File: src/rtl/muldiv_sequencer.sv
// Iterative multiply/divide unit for the execute stage.
// It runs one MULT/MULTU/DIV/DIVU operation over WIDTH cycles, stalls the
// front of the pipeline while it works, then commits the result to HI/LO.
module muldiv_sequencer #(
  parameter int unsigned WIDTH = 32
) (
  input  logic             clk,
  input  logic             rst_n,
  input  logic             start,
  input  logic [1:0]       op,
  input  logic             flush,
  input  logic [WIDTH-1:0] src_a,
  input  logic [WIDTH-1:0] src_b,
  output logic             stall,
  output logic             busy,
  output logic             done,
  output logic             div_by_zero,
  output logic [WIDTH-1:0] hi,
  output logic [WIDTH-1:0] lo
);

  localparam int unsigned CW = $clog2(WIDTH);
  localparam int unsigned AW = 2 * WIDTH;

  typedef enum logic [1:0] {S_IDLE, S_RUN, S_FIX, S_DONE} state_t;

  state_t           r_state;
  state_t           w_state_nxt;
  logic             r_is_div;
  logic             r_sign_a;
  logic             r_sign_b;
  logic             r_dbz;
  logic [WIDTH-1:0] r_a;
  logic [WIDTH-1:0] r_b;
  logic [AW-1:0]    r_acc;
  logic [CW-1:0]    r_count;
  logic [WIDTH-1:0] r_hi;
  logic [WIDTH-1:0] r_lo;
  logic             r_busy;
  logic             r_done;
  logic             r_div_by_zero;

  logic             w_accept;
  logic             w_is_dbz;
  logic             w_neg_a;
  logic             w_neg_b;
  logic [WIDTH-1:0] w_mag_a;
  logic [WIDTH-1:0] w_mag_b;
  logic [WIDTH-1:0] w_mul_add;
  logic [WIDTH:0]   w_mul_sum;
  logic [AW-1:0]    w_mul_acc;
  logic [CW-1:0]    w_div_idx;
  logic [WIDTH:0]   w_rem_sh;
  logic             w_rem_ge;
  logic [WIDTH-1:0] w_rem_sub;
  logic [AW-1:0]    w_div_acc;
  logic [WIDTH-1:0] w_fix_hi;
  logic [WIDTH-1:0] w_fix_lo;

  // Issue decode: signed ops (op[0]=1) work on magnitudes plus sign flags
  assign w_accept = (r_state == S_IDLE) & start & ~flush;
  assign w_is_dbz = op[1] & (src_b == '0);
  assign w_neg_a  = op[0] & src_a[WIDTH-1];
  assign w_neg_b  = op[0] & src_b[WIDTH-1];
  assign w_mag_a  = w_neg_a ? -src_a : src_a;
  assign w_mag_b  = w_neg_b ? -src_b : src_b;

  // Shift-add step: multiplier bit count selects the add, then shift right
  assign w_mul_add = r_b[r_count] ? r_a : '0;
  assign w_mul_sum = {1'b0, r_acc[AW-1:WIDTH]} + {1'b0, w_mul_add};
  assign w_mul_acc = {w_mul_sum, r_acc[WIDTH-1:1]};

  // Restoring step: dividend bits enter MSB first; remainder needs one spare bit
  assign w_div_idx = CW'(WIDTH - 1) - r_count;
  assign w_rem_sh  = {r_acc[AW-1:WIDTH], r_a[w_div_idx]};
  assign w_rem_ge  = w_rem_sh >= {1'b0, r_b};
  assign w_rem_sub = WIDTH'(w_rem_sh - {1'b0, r_b});
  assign w_div_acc = w_rem_ge ? {w_rem_sub, r_acc[WIDTH-2:0], 1'b1}
                              : {w_rem_sh[WIDTH-1:0], r_acc[WIDTH-2:0], 1'b0};

  // Sign correction applied in FIX; results wrap mod 2^WIDTH
  always_comb begin
    w_fix_hi = r_acc[AW-1:WIDTH];
    w_fix_lo = r_acc[WIDTH-1:0];
    if (r_dbz) begin
      w_fix_hi = r_a;
      w_fix_lo = '1;
    end else if (!r_is_div) begin
      if (r_sign_a ^ r_sign_b) {w_fix_hi, w_fix_lo} = -r_acc;
    end else begin
      if (r_sign_a ^ r_sign_b) w_fix_lo = -r_acc[WIDTH-1:0];
      if (r_sign_a)            w_fix_hi = -r_acc[AW-1:WIDTH];
    end
  end

  // Next-state logic
  always_comb begin
    w_state_nxt = r_state;
    case (r_state)
      S_IDLE: if (w_accept) w_state_nxt = w_is_dbz ? S_FIX : S_RUN;
      S_RUN: begin
        if (flush)                            w_state_nxt = S_IDLE;
        else if (r_count == CW'(WIDTH - 1))   w_state_nxt = S_FIX;
      end
      S_FIX:   w_state_nxt = flush ? S_IDLE : S_DONE;
      S_DONE:  w_state_nxt = S_IDLE;
      default: w_state_nxt = S_IDLE;
    endcase
  end

  // State register and registered status outputs
  always_ff @(posedge clk or negedge rst_n) begin
    if (!rst_n) begin
      r_state       <= S_IDLE;
      r_busy        <= 1'b0;
      r_done        <= 1'b0;
      r_div_by_zero <= 1'b0;
    end else begin
      r_state       <= w_state_nxt;
      r_busy        <= (w_state_nxt == S_RUN) || (w_state_nxt == S_FIX);
      r_done        <= (w_state_nxt == S_DONE);
      r_div_by_zero <= (w_state_nxt == S_DONE) && r_dbz;
    end
  end

  // Operand latch and iteration datapath
  always_ff @(posedge clk or negedge rst_n) begin
    if (!rst_n) begin
      r_is_div <= 1'b0;
      r_sign_a <= 1'b0;
      r_sign_b <= 1'b0;
      r_dbz    <= 1'b0;
      r_a      <= '0;
      r_b      <= '0;
      r_acc    <= '0;
      r_count  <= '0;
    end else if (w_accept) begin
      r_is_div <= op[1];
      r_sign_a <= w_neg_a;
      r_sign_b <= w_neg_b;
      r_dbz    <= w_is_dbz;
      r_a      <= w_is_dbz ? src_a : w_mag_a;
      r_b      <= w_mag_b;
      r_acc    <= '0;
      r_count  <= '0;
    end else if (r_state == S_RUN) begin
      r_acc    <= r_is_div ? w_div_acc : w_mul_acc;
      r_count  <= r_count + CW'(1);
    end
  end

  // HI/LO commit on the FIX->DONE edge only
  always_ff @(posedge clk or negedge rst_n) begin
    if (!rst_n) begin
      r_hi <= '0;
      r_lo <= '0;
    end else if ((r_state == S_FIX) && (w_state_nxt == S_DONE)) begin
      r_hi <= w_fix_hi;
      r_lo <= w_fix_lo;
    end
  end

  assign stall       = w_accept | (r_state == S_RUN) | (r_state == S_FIX);
  assign busy        = r_busy;
  assign done        = r_done;
  assign div_by_zero = r_div_by_zero;
  assign hi          = r_hi;
  assign lo          = r_lo;

endmodule

File: config.mk
export PLATFORM = sky130hd
export DESIGN_NAME = muldiv_sequencer
export DESIGN_NICKNAME = d
export VERILOG_FILES = /design/src/rtl/muldiv_sequencer.sv
export SDC_FILE = /design/constraint.sdc
export NUM_CORES = 1
export LEC_CHECK = 0
export ABC_CLOCK_PERIOD_IN_PS = 6100
export CAP_MARGIN = 20
export CORE_MARGIN = 8
export CORE_UTILIZATION = 45
export CTS_CLUSTER_DIAMETER = 200
export DETAILED_ROUTE_END_ITERATION = 8
export PLACE_DENSITY = 0.62
export SLEW_MARGIN = 20
export SYNTH_ARGS = -nofsm -noshare
export SYNTH_HDL_FRONTEND = slang
export SYNTH_SLANG_ARGS = --single-unit
File: constraint.sdc
create_clock -name clk -period 6.1 [get_ports clk]
set_input_delay 0.61 -clock clk [delete_from_list [all_inputs] [get_ports clk]]
set_output_delay 0.61 -clock clk [all_outputs]
set_load 0.01 [all_outputs]
# Yosys cells after proc, flatten, opt, wreduce, memory -nomap -nowiden
# Cells that the tools add are included.
# word_totals
ff_bits,206
in_bits,70
wordCells,76
# op_classes
addsub,9
magnitude_cmp,3
n_eq_ne,7
n_mux,28
n_bitwise,9
reduce_logical,6
# op_table
operator,n
32-bit two-way mux,12
64-bit two-way mux,4
32-bit negation,4
64-bit negation,1
32-bit by 32-bit adder with 33-bit output,1
33-bit by 32-bit greater-or-equal comparator with 1-bit output,1
32-bit zero test,1
32-bit subtractor,1
5-bit by 6-bit < comparator with 1-bit output (second input constant),2
1-bit binary-select mux with 5-bit select,2
2-bit two-way mux,5
5-bit two-way mux,2
2-bit equality test (second input constant),4
2-bit one-hot mux with 4 select lines,1
5-bit by 1-bit adder with 5-bit output (second input constant),1
1-bit AND,5
5-bit equality test (second input constant),1
5-bit subtractor (first input constant),1
2-bit by 1-bit equality test with 1-bit output (second input constant),2
1-bit logical AND,2
2-bit zero test,1
1-bit two-way mux,2
1-bit OR,2
2-bit nonzero test,1
3 further kinds,3

# Logic depth before layout (Yosys ltp)
# logic_depth
word_depth,8
ltp_mapped,18
ltp_nobuf,16

# Worst setup path after synthesis
# Ideal clock, no wire load.
# synth_timing
path_type,flip-flop to flip-flop
startpoint,reg r_count[0]
endpoint,reg r_acc[61]
setup_ns,0.133
arrival_ns,4.561
required_time_ns,5.967
slack_ns,1.406
stages_incl_launch_ff,19
path_buffers,2
cell_sequence,dfrtp_1 -> clkbuf_1 -> mux4_2 -> mux4_2 -> mux2i_1 -> clkbuf_1 -> nor2b_1 -> ha_1 -> inv_1 -> fa_1 -> nand2b_1 -> a21oi_1 -> o21ai_0 -> o21bai_1 -> a221oi_1 -> o21ai_0 -> a311o_1 -> a32oi_1 -> o21ai_0
# synth_between
elab_chain_len,8
# synth_lines
item,line_no,source
"start, declared",36,logic [CW-1:0] r_count;
"start signal, assigned",148,r_count <= r_count + CW'(1);
5-bit subtractor,74,assign w_div_idx = CW'(WIDTH - 1) - r_count;
1-bit binary-select mux with 5-bit select,75,"assign w_rem_sh = {r_acc[AW-1:WIDTH], r_a[w_div_idx]};"
1-bit two-way mux (not written as such),75,
32-bit subtractor or 33-bit by 32-bit greater-or-equal comparator with 1-bit output (tied branches),"77, 76",
64-bit two-way mux,78,"assign w_div_acc = w_rem_ge ? {w_rem_sub, r_acc[WIDTH-2:0], 1'b1}"
64-bit two-way mux (*),147,r_acc <= r_is_div ? w_div_acc : w_mul_acc;
64-bit two-way mux (*),146,end else if (r_state == S_RUN) begin
64-bit two-way mux (*),137,end else if (w_accept) begin
"end signal, assigned",147,
"end, declared",35,logic [AW-1:0] r_acc;
# Mark *: on every way between the ends. The rest lies on a longest branch, timed or not. The select of a mux whose other input is x is not followed.
# A chain may end at the register's enable or synchronous reset.

# Final worst setup path
# Ends and elaborated chain as after synthesis.

==> summary.md <==
| Metric | Value |
|---|---|
| Critical Path AT | `5.83 ns` |
| Post-CTS Resized | `0` |
| Final setup viols | `0` |
| Remaining Overflow, GRT | `0` |
| Grt met3 use | `2.60%` |
| Minimum clock period | `5.47 ns` |
| Share of layout cells above drive strength 1 | `5.61%` |
| F_max | `183 MHz` |
| Wire length per cell | `20.6 um` |
| Final worst path period share | `89.6%` |
| Fin util | `53.0%` |
| Routed WL | `49400 um` |
| # fillers | `3327` |
| Die height | `203 um` |
| Synth area leader | `dfrtp_1` |
| Main synth FF type | `dfrtp_1` |
| Clk_skew | `0.0210 ns` |
| Post-synth cell types | `73` |
| Synth area leaders | `dfrtp_1 33%, o21ai_0 6.4%, ha_1 5.7%, mux2i_1 5.0%, xor2_1 4.9%` |
| DP Wirelength | `37300 um` |
| CP Capture Type | `register` |
| Synthesized flop and latch total | `206` |
| Leak | `7.83 nW` |
| Crit path largest cell delay | `0.76 ns` |
| Final Worst Setup Slack | `0.633 ns` |
| Worst vdd ir | `0.274 mV` |
| N_diodes | `0` |
| Maxcap violations | `0` |
| Met2 Use GR | `39.9%` |
| CP Launch Type | `register` |
| Buffers on Ports | `137` |
| Fin cells | `2397` |
| Io pins | `138` |
| M1 GR Usage | `30.7%` |
| CTS tree | `done` |
| CP max FO | `32` |
| Root buf cell | `clkbuf_16` |
| Pre-CTS setup slack | `0.705 ns` |
| Dpl cells | `2353` |
| Critical path required time | `6.47 ns` |
| Clock latency on the worst-skew pair | `0.54 ns` |
| Vias per inst | `5.91` |
| Initial antenna violation count | `2` |
| Post-synthesis sequential area ratio | `32.6%` |
| Die ar. | `41400 um^2` |
| Yosys top cell area share | `32.6%` |
| Syn Nets | `1999` |
| Mapped Area | `15800 um^2` |
| All-Layer GR Usage | `23.3%` |
| CTS Hold Bufs | `0` |
| Pwr Density | `449 nW/um^2` |
| Cells after synthesis | `1855` |
| Hold Path Class | `in -> async` |
| H-tree levels | `1` |
| CTS sink cnt | `206` |
| Antenna-violating nets left | `0` |
| Setup TNS | `0 ns` |
| Cells along the critical path | `buf_4 > mux4_2 > mux4_2 > mux2i_2 > buf_4 > nor2b_1 > ha_1 > inv_1 > fa_1 > nand2b_1 > a21oi_1 > o21ai_0 > o21bai_1 > a221oi_1 > o21ai_0 > a311o_1 > a32oi_1 > o21ai_0` |
| GP Congestion | `0.950` |
| Max clock buf depth | `3` |
| Final Instance Area | `18300 um^2` |
| Via count | `14200` |
| Unrepaired setup endpoints after global routing | `no` |
| Relative slew slack | `34.2%` |
| Die width | `203 um` |
| Fin nets | `2069` |
| DR iter-0 viols | `944` |
| Row count | `68` |
| Pin count of the biggest net entering global routing | `105` |
| Number of setup buffers added after CTS | `0` |
| Initial Util | `45.8%` |
| CP max-delay cell | `dfrtp_1` |
| First-pass GRT wire length | `78300 um` |
| Status | `complete, no violations` |
| Core Box Area | `34500 um^2` |
| Slew Limit Fails | `0` |
| Final Hold Viols | `0` |
| TritonCTS Buffers | `25` |
| Clock transition at path regs | `0.06 ns` |
| CP most frequent cell | `o21ai_0` |
| Vias in the first global route | `13900` |
| Slew of the pin with the lowest slew margin | `0.986 ns` |
| Crit path kind | `reg -> reg` |
| Post-synth EDFFs | `0` |
| Synthesized area per cell | `8.52 um^2` |
| Share of flip-flops with an asynchronous set or reset | `100%` |
| DP Area | `17500 um^2` |
| Synth warn | `0` |
| DRC violation count after routing | `0` |
| Pre-Repair DR Iteration Count | `5` |
| Synth-to-layout area growth | `15.8%` |
| GR peak layer | `met2` |
through the flow:
| stage | hold WS, ns | power, W |
|---|---|---|
| 2_1_floorplan | 0.314 | 0.00540 |
| 3_5_place_dp | 0.459 | 0.00672 |
| 6_report | 0.146 | 0.00822 |
| 4_1_cts | 0.202 | 0.00821 |
| 3_3_place_gp | 0.459 | 0.00669 |
| 5_1_grt | 0.225 | 0.00879 |
path summary, 6_finish.rpt:
path	start	endpoint	slack [ns]	depth (start not counted)
setup / recovery	r_count[0]$_DFFE_PN0P_	r_acc[61]$_DFFE_PN0P_	0.63	18
hold / removal	rst_n	r_acc[6]$_DFFE_PN0P_	0.15	1
setup reg to reg	r_count[0]$_DFFE_PN0P_	r_acc[61]$_DFFE_PN0P_	0.63	18
hold reg to reg	lo[0]$_DFFE_PN0P_	lo[0]$_DFFE_PN0P_	0.47	2
max in group asynchronous	rst_n	r_a[17]$_DFFE_PN0P_	4.91	2
min in group clk	lo[0]$_DFFE_PN0P_	lo[0]$_DFFE_PN0P_	0.47	2
where the power goes:
group / internal, W / leakage, nW / switching (W)
Sequential: 0.00157 / 2.74 / 0.000607
Combinational: 0.00197 / 4.69 / 0.00262
Clock: 0.000851 / 0.398 / 0.000600
cells in the mapped netlist, types with 6 or more instances:
| master | n |
|---|---|
| o21a_1 | 12 |
| a21oi_1 | 111 |
| nand3_1 | 61 |
| buf_2 | 7 |
| ha_1 | 72 |
| buf_1 | 14 |
| or4_1 | 14 |
| o41ai_1 | 10 |
| mux4_2 | 20 |
| inv_1 | 55 |
| xnor2_1 | 87 |
| nand2b_1 | 28 |
| nor2_1 | 96 |
| nor3_1 | 38 |
| and3_1 | 18 |
| nand3b_1 | 6 |
| nor2b_1 | 43 |
| mux2i_1 | 79 |
| dfrtp_1 | 206 |
| o31ai_1 | 22 |
| o211ai_1 | 8 |
| nand4_1 | 11 |
| o21ai_1 | 29 |
| and2_1 | 7 |
| nor4_1 | 9 |
| clkbuf_1 | 91 |
| o21ai_0 | 203 |
| or3_1 | 25 |
| a22oi_1 | 21 |
| a21o_1 | 20 |
| a211oi_1 | 13 |
| o22a_1 | 32 |
| nand2_1 | 193 |
| xor2_1 | 89 |
| a221oi_1 | 15 |
| o21bai_1 | 8 |
| a31oi_1 | 10 |
metal layers:
metal	up-vias	wire (um)
li1	6868	-
met1	6821	21500
met2	405	24000
met3	77	2540
met4	0	1390
met5	-	0
sequential cells by signal (all words and copies together), names as in the netlist:
name         cells
r_acc           64
hi              32
lo              32
r_a             32
r_b             32
r_count          5
r_state          2
busy             1
div_by_zero      1
done             1
r_dbz            1
r_is_div         1
r_sign_a         1
r_sign_b         1
layout make-up:
cell class | count | area, um^2 | area share [%]
inverter | 55 | 206 | 1.13
timing repair buffer | 157 | 1540 | 8.40
clock buffer | 33 | 706 | 3.85
tap | 455 | 569 | 3.11
multi-input combinational | 1480 | 10100 | 54.9
sequential | 206 | 5160 | 28.2
clock inverter | 11 | 86.3 | 0.471
cell usage in the layout, fill, tap and decap left out, types with 11 or more instances in the layout:
cell,instances
o21ai_0,202
a21o_1,20
clkbuf_16,25
or3_1,25
nor2b_1,43
nand2_1,193
a22oi_1,21
mux4_2,20
xnor2_1,86
a221oi_1,15
xor2_1,89
or4_1,14
o21a_1,12
and3_1,18
a21oi_1,111
mux2i_1,78
buf_4,19
o31ai_1,22
o21ai_1,29
nor3_1,38
ha_1,72
nor2_1,94
clkdlybuf4s50_1,136
nand2b_1,27
nand4_1,11
o22a_1,32
dfrtp_1,205
a211oi_1,13
inv_1,55
nand3_1,61
kinds of logic after synthesis:
logic type                 synth area share (%)
adders and majority gates                  5.95
AOI/OAI and AO/OA                          21.3
muxes                                      8.06
and+or+nand+nor                            18.2
xor gates and xnor gates                   9.75
buffers and inverters                      4.10
DFF                                        32.6
critical path: cells and delay by family, from the launching register on:
family / cells / cell delay, ns
compound gates: 8 / 1.97
fa+ha+maj: 2 / 0.40
buf+inv: 3 / 0.73
flops: 1 / 0.76
mux: 3 / 1.15
simple gates: 2 / 0.27
(Power assumes the default switching activity.)
